**config.mk**
```make
export PLATFORM = sky130hd
export DESIGN_NAME = stp_block_sr_flat
export DESIGN_NICKNAME = d
export VERILOG_FILES = /design/src/rtl/stp_block_sr_if.sv /design/src/rtl/stp_block_sr.sv /design/src/flat_wrapper.sv
export SDC_FILE = /design/constraint.sdc
export NUM_CORES = 2
export LEC_CHECK = 0
export ABC_AREA = 1
export CAP_MARGIN = 30
export CORE_ASPECT_RATIO = 0.8
export CORE_MARGIN = 2
export CORE_UTILIZATION = 55
export DETAILED_ROUTE_END_ITERATION = 16
export DONT_BUFFER_PORTS = 1
export GPL_TIMING_DRIVEN = 0
export HOLD_SLACK_MARGIN = 0.06
export PLACE_DENSITY = 0.73
export RECOVER_POWER = 25
export SYNTH_ARGS = -nofsm -noshare
export SYNTH_HDL_FRONTEND = slang
export SYNTH_SLANG_ARGS = --single-unit
```
**constraint.sdc**
```tcl
create_clock -name clk -period 38.3 [get_ports clk]
set_input_delay 9.575 -clock clk [delete_from_list [all_inputs] [get_ports clk]]
set_output_delay 9.575 -clock clk [all_outputs]
set_load 0.1 [all_outputs]
```
**src/rtl/stp_block_sr_if.sv**
```systemverilog
// rtl/stp_block_sr_if.sv - word-in / block-out handshake bundle for stp_block_sr
interface stp_block_sr_if #(
  parameter int WORDS = 16,
  parameter int WIDTH = 32
);
  localparam int CW = $clog2(WORDS + 1);

  logic                   clear;
  logic                   in_valid;
  logic                   in_ready;
  logic [WIDTH-1:0]       in_data;
  logic                   out_valid;
  logic                   out_ready;
  logic [WORDS*WIDTH-1:0] parallel_out;
  logic [CW-1:0]          fill_count;

  modport master (
    output clear, in_valid, in_data, out_ready,
    input  in_ready, out_valid, parallel_out, fill_count
  );

  modport slave (
    input  clear, in_valid, in_data, out_ready,
    output in_ready, out_valid, parallel_out, fill_count
  );
endinterface

```
**src/rtl/stp_block_sr.sv**
```systemverilog
// rtl/stp_block_sr.sv - serial-to-parallel block assembler with valid/ready on both sides
// Optional STP_BYTE_SWAP_EN: byte-reverse each accepted word before storage.
module stp_block_sr #(
  parameter int WORDS = 16,
  parameter int WIDTH = 32
) (
  input  logic           clk,
  input  logic           rst,
  stp_block_sr_if.slave  bus
);
  localparam int CW = $clog2(WORDS + 1);
  localparam int BW = WORDS * WIDTH;
  localparam logic [CW-1:0] FULL = CW'(WORDS);
  localparam logic [CW-1:0] LAST = CW'(WORDS - 1);

  typedef enum logic {FILL, HOLD} state_t;

  state_t          state, state_nx;
  logic [CW-1:0]   fill_count;
  logic [BW-1:0]   fill_buf;
  logic [BW-1:0]   filled;
  logic [BW-1:0]   out_reg;
  logic            out_valid_r;
  logic [WIDTH-1:0] word;
  logic            in_ready_c, out_free, accept, last_accept, load_fill, load_hold;

`ifdef STP_BYTE_SWAP_EN
  if (WIDTH % 8 != 0) begin : g_width_chk
    $error("stp_block_sr: WIDTH must be a multiple of 8 with byte swap enabled");
  end

  always_comb begin
    word = '0;
    for (int b = 0; b < WIDTH / 8; b++)
      word[8*(WIDTH/8-1-b) +: 8] = bus.in_data[8*b +: 8];
  end
`else
  assign word = bus.in_data;
`endif

  // Word k of a block lands in slot k counted from the MSB end.
  always_comb begin
    filled = fill_buf;
    for (int i = 0; i < WORDS; i++)
      if (fill_count == CW'(i))
        filled[WIDTH*(WORDS-1-i) +: WIDTH] = word;
  end

  always_ff @(posedge clk or posedge rst) begin
    if (rst) state <= FILL;
    else     state <= state_nx;
  end

  always_comb begin
    state_nx = state;
    case (state)
      FILL:    if (last_accept && !out_free) state_nx = HOLD;
      HOLD:    if (bus.clear || out_free)    state_nx = FILL;
      default: state_nx = FILL;
    endcase
  end

  // clear wins over a same-cycle accept and over a pending HOLD transfer.
  always_comb begin
    in_ready_c  = (fill_count != FULL);
    out_free    = !out_valid_r || bus.out_ready;
    accept      = bus.in_valid && in_ready_c && !bus.clear;
    last_accept = accept && (fill_count == LAST);
    load_fill   = last_accept && out_free;
    load_hold   = (state == HOLD) && out_free && !bus.clear;
  end

  always_ff @(posedge clk or posedge rst) begin
    if (rst) begin
      fill_count  <= '0;
      fill_buf    <= '0;
      out_reg     <= '0;
      out_valid_r <= 1'b0;
    end else begin
      if (bus.clear || load_fill || load_hold) fill_count <= '0;
      else if (last_accept)                    fill_count <= FULL;
      else if (accept)                         fill_count <= fill_count + CW'(1);

      if (accept) fill_buf <= filled;

      if (load_fill)      out_reg <= filled;
      else if (load_hold) out_reg <= fill_buf;

      if (load_fill || load_hold) out_valid_r <= 1'b1;
      else if (bus.out_ready)     out_valid_r <= 1'b0;
    end
  end

  assign bus.in_ready     = in_ready_c;
  assign bus.out_valid    = out_valid_r;
  assign bus.parallel_out = out_reg;
  assign bus.fill_count   = fill_count;
endmodule

```
**src/flat_wrapper.sv**
```systemverilog
// flat-port wrapper written by rule: the top's interface ports become plain ports
module stp_block_sr_flat 
#(
  parameter int WORDS = 16,
  parameter int WIDTH = 32
)
  (clk, rst, bus_clear, bus_in_valid, bus_in_data, bus_out_ready, bus_in_ready, bus_out_valid, bus_parallel_out, bus_fill_count);
  stp_block_sr_if #(.WORDS(WORDS), .WIDTH(WIDTH)) bus_i ();
  input  logic clk;
  input  logic rst;
  input wire logic [$bits(bus_i.clear)-1:0] bus_clear;
  input wire logic [$bits(bus_i.in_valid)-1:0] bus_in_valid;
  input wire logic [$bits(bus_i.in_data)-1:0] bus_in_data;
  input wire logic [$bits(bus_i.out_ready)-1:0] bus_out_ready;
  output wire logic [$bits(bus_i.in_ready)-1:0] bus_in_ready;
  output wire logic [$bits(bus_i.out_valid)-1:0] bus_out_valid;
  output wire logic [$bits(bus_i.parallel_out)-1:0] bus_parallel_out;
  output wire logic [$bits(bus_i.fill_count)-1:0] bus_fill_count;
  assign bus_i.clear = bus_clear;
  assign bus_i.in_valid = bus_in_valid;
  assign bus_i.in_data = bus_in_data;
  assign bus_i.out_ready = bus_out_ready;
  assign bus_in_ready = bus_i.in_ready;
  assign bus_out_valid = bus_i.out_valid;
  assign bus_parallel_out = bus_i.parallel_out;
  assign bus_fill_count = bus_i.fill_count;
  stp_block_sr #(.WORDS(WORDS), .WIDTH(WIDTH)) u_core (.clk(clk), .rst(rst), .bus(bus_i));
endmodule
```
==> impl_metrics.toml <==
[floorplanning]
rows = 98
die_h_um = 271
die_area_um2 = 91900
die_x_um = 338
core_um2 = 89000
initial_utilization_pct = 55.3
io_pins = 556

[timing]
tightestPinTransition_ns = 2.34
setup_violations = 0
period_needed_ns = 17.88
slew_headroom_pct = -55.8
period_share_pct = 46.7
finalHoldViolCount = 0
holdWs_ns = 0.503
finClkSkew_ns = 0.0280
fin_setup_tns_ns = 0
drv_slew = 701
rsz0062_at_grt = "no"
layout_setup_ws_ns = 20.42
fmax_mhz = 55.9

[yosys]
synthCells = 6553
synth_area_um2 = 49200
synth_seq_cells = 1031
yosysWarnings = 0
synth_seq_area_share_pct = 52.5
yosysUniqueCellTypes = 19
syn_nets = 6595
synth.avg_cell_area_um2 = 7.51

[cells_and_area]
multi_input_area_um2 = 20800
register_area_um2 = 25800
fillCellCount = 7819
area_delta_synth_final_pct = 14.1
finalNetCount = 6810
fin_area_um2 = 56100
layout-drive-gt1-share_pct = 6.77

[detailed_routing]
drc_errors = 0
drtAntennaViolNets = 0
drt-initial-drc-count = 7107
wl_per_cell_um = 23.7
first_pass_iters = 8
wl_um = 192000
vias = 49400
via_per_inst = 6.12

[critical_path]
crit_start = "rst"
arrival_ns = 18.76
start_kind = "primary input"
max_stage_delay_ns = 1.75
crit_path_frequent_cell = "clkbuf_1"
cp_cell_sequence = "clkinvlp_2, clkbuf_1, clkbuf_1, clkbuf_1, clkbuf_1, clkbuf_1, buf_12, buf_12, buf_12"
slowest_stage = "clkbuf_1"
endpoint_kind = "asynchronous set/reset pin"
worstSetupPathType = "primary input to asynchronous set/reset pin"
r2r-start = "u_core.bus.out_valid"
critPathRequiredTime_ns = 39.19
cp_max_fo = 41

[pwr]
cellPowerDensity_nw_per_um2 = 45.0
peakVddDrop_mv = 0.0403
p_leak_nw = 29.2
finalPower_w = 0.00253

[cts]
cts.clk_slew.worst_paths_ns = 0.06
clockBufferDepth = 3
post_cts_buffers = 0
cts-buffers-inserted = 105
cts_sinks = 1031
hold_buffers = 0
cts_root_buf = "clkbuf_16"
cts_tree = "done"
cts-resized-gates = 0
clock_latency_ns = 0.71
cts.htree.levels = 3

[place]
hpwl_um = 131000
pre_cts_ws_ns = 26.25
place_area_um2 = 52300
port-buffer-count = 0
gp_congestion = 0.931

[global_routing]
overflow = 0
grt_usage_pct = 40.8
grt_max_degree = 45
antenna_found_initial = 17
first_global_vias = 45300
grt_pass1_wl_um = 284000

[worst_hold_path]
min_path_type = "flip-flop to flip-flop"
min-delay-start = "u_core.fill_buf[496]"

[outcome]
violations = "capacitance limit, slew limit"
run_status = "complete, but fails checks"

[run]
timing.max_cap.violations = 19
==> registers in the layout (all words and copies together) (netlist names) <==
signal	count
u_core.bus.fill_count	5
u_core.bus.out_valid	1
u_core.bus.parallel_out	512
u_core.fill_buf	512
u_core.state	1
==> path summary, 6_finish.rpt <==
path / depth (start not counted) / endpoint / slack, ns
max: 9 / u_core.bus.parallel_out[254] / 20.42
min: 2 / u_core.fill_buf[496] / 0.50
max reg2reg: 8 / u_core.bus.parallel_out[188] / 34.53
min reg2reg: 2 / u_core.fill_buf[496] / 0.50
max in group clk: 5 / bus_in_ready / 26.44
min in group asynchronous: 1 / u_core.bus.parallel_out[433] / 8.91
==> worst max-delay path: cells and delay by family <==
| kind | cells | cell delay, ns |
|---|---|---|
| buf+inv | 9 | 9.06 |
==> final cells by class <==
cell class	instances	area share (%)
antenna	11	0.0490
buffer	524	4.04
clock buffer	150	5.50
clock inverter	45	1.15
inverter	87	0.584
multi-input combinational	4911	37.1
sequential	1031	46.0
tap	1200	2.68
timing repair buffer	108	2.92
==> layer usage <==
layer | up-vias | global-route usage [%] | share of wire [%]
met5 | - | 0 | 0
met4 | 0 | 23.4 | 6.6
met3 | 677 | 13.0 | 14
met2 | 3213 | 58.1 | 42
met1 | 23800 | 55.1 | 38
li1 | 21700 | - | -
==> synth_stat cells <==
| library cell | number | area (um^2) |
|---|---|---|
| nor2_1 | 19 | 71.3 |
| dfrtp_1 | 1031 | 25800 |
| o21ai_0 | 291 | 1460 |
| clkbuf_1 | 244 | 916 |
| nand2_4 | 1 | 11.3 |
| nand3_1 | 1542 | 7720 |
| nand2_2 | 1 | 6.26 |
| inv_1 | 84 | 315 |
| nor2_2 | 1 | 6.26 |
| buf_2 | 180 | 901 |
| nand4_1 | 3 | 18.8 |
| nand2_1 | 3043 | 11400 |
| nand3_2 | 1 | 10.0 |
| and2_1 | 1 | 6.26 |
| buf_4 | 12 | 90.1 |
| nor2_4 | 3 | 33.8 |
| ha_1 | 5 | 62.6 |
| buf_1 | 88 | 330 |
| inv_2 | 3 | 11.3 |
==> cells in the final DEF (no fill, tap or decap) <==
cell / count
and2_1: 1
buf_1: 78
buf_12: 15
buf_16: 37
buf_2: 203
buf_4: 12
buf_8: 9
bufinv_16: 14
clkbuf_1: 295
clkbuf_16: 107
clkbuf_8: 26
clkinv_2: 18
clkinv_4: 5
clkinv_8: 2
clkinvlp_2: 1
clkinvlp_4: 2
dfrtp_1: 1031
diode_2: 11
ha_1: 5
inv_1: 83
inv_16: 1
inv_2: 3
inv_6: 3
nand2_1: 3043
nand2_2: 1
nand2_4: 1
nand3_1: 1542
nand3_2: 1
nand4_1: 3
nor2_1: 20
nor2_4: 3
o21ai_0: 291
==> power by group <==
group,switching (W),internal [W],leakage (nW)
clock network,0.000470,0.000657,1.85
logic,0.000160,0.0000539,13.1
registers,0.0000437,0.00114,14.3
total,0.000673,0.00185,29.2
==> metrics by stage <==
step / instances / util, %
6_report: 8067 / 63.0
5_1_grt: 8059 / 63.0
4_1_cts: 8030 / 62.9
3_5_place_dp: 7835 / 58.7
3_3_place_gp: 7753 / 56.9
2_1_floorplan: 6553 / -
==> logic make-up (layout without fill, tap and decap cells) <==
kind of cell	Yosys count	in the layout	share of synthesized area [%]
AO/OA/AOI/OAI	291	291	2.96
buffers and inverters	611	914	5.21
adder cells (fa/ha/maj)	5	5	0.127
flip-flops	1031	1031	52.5
other	0	11	0
AND/OR/NAND/NOR	4615	4615	39.2
(Power assumes the default switching activity.)
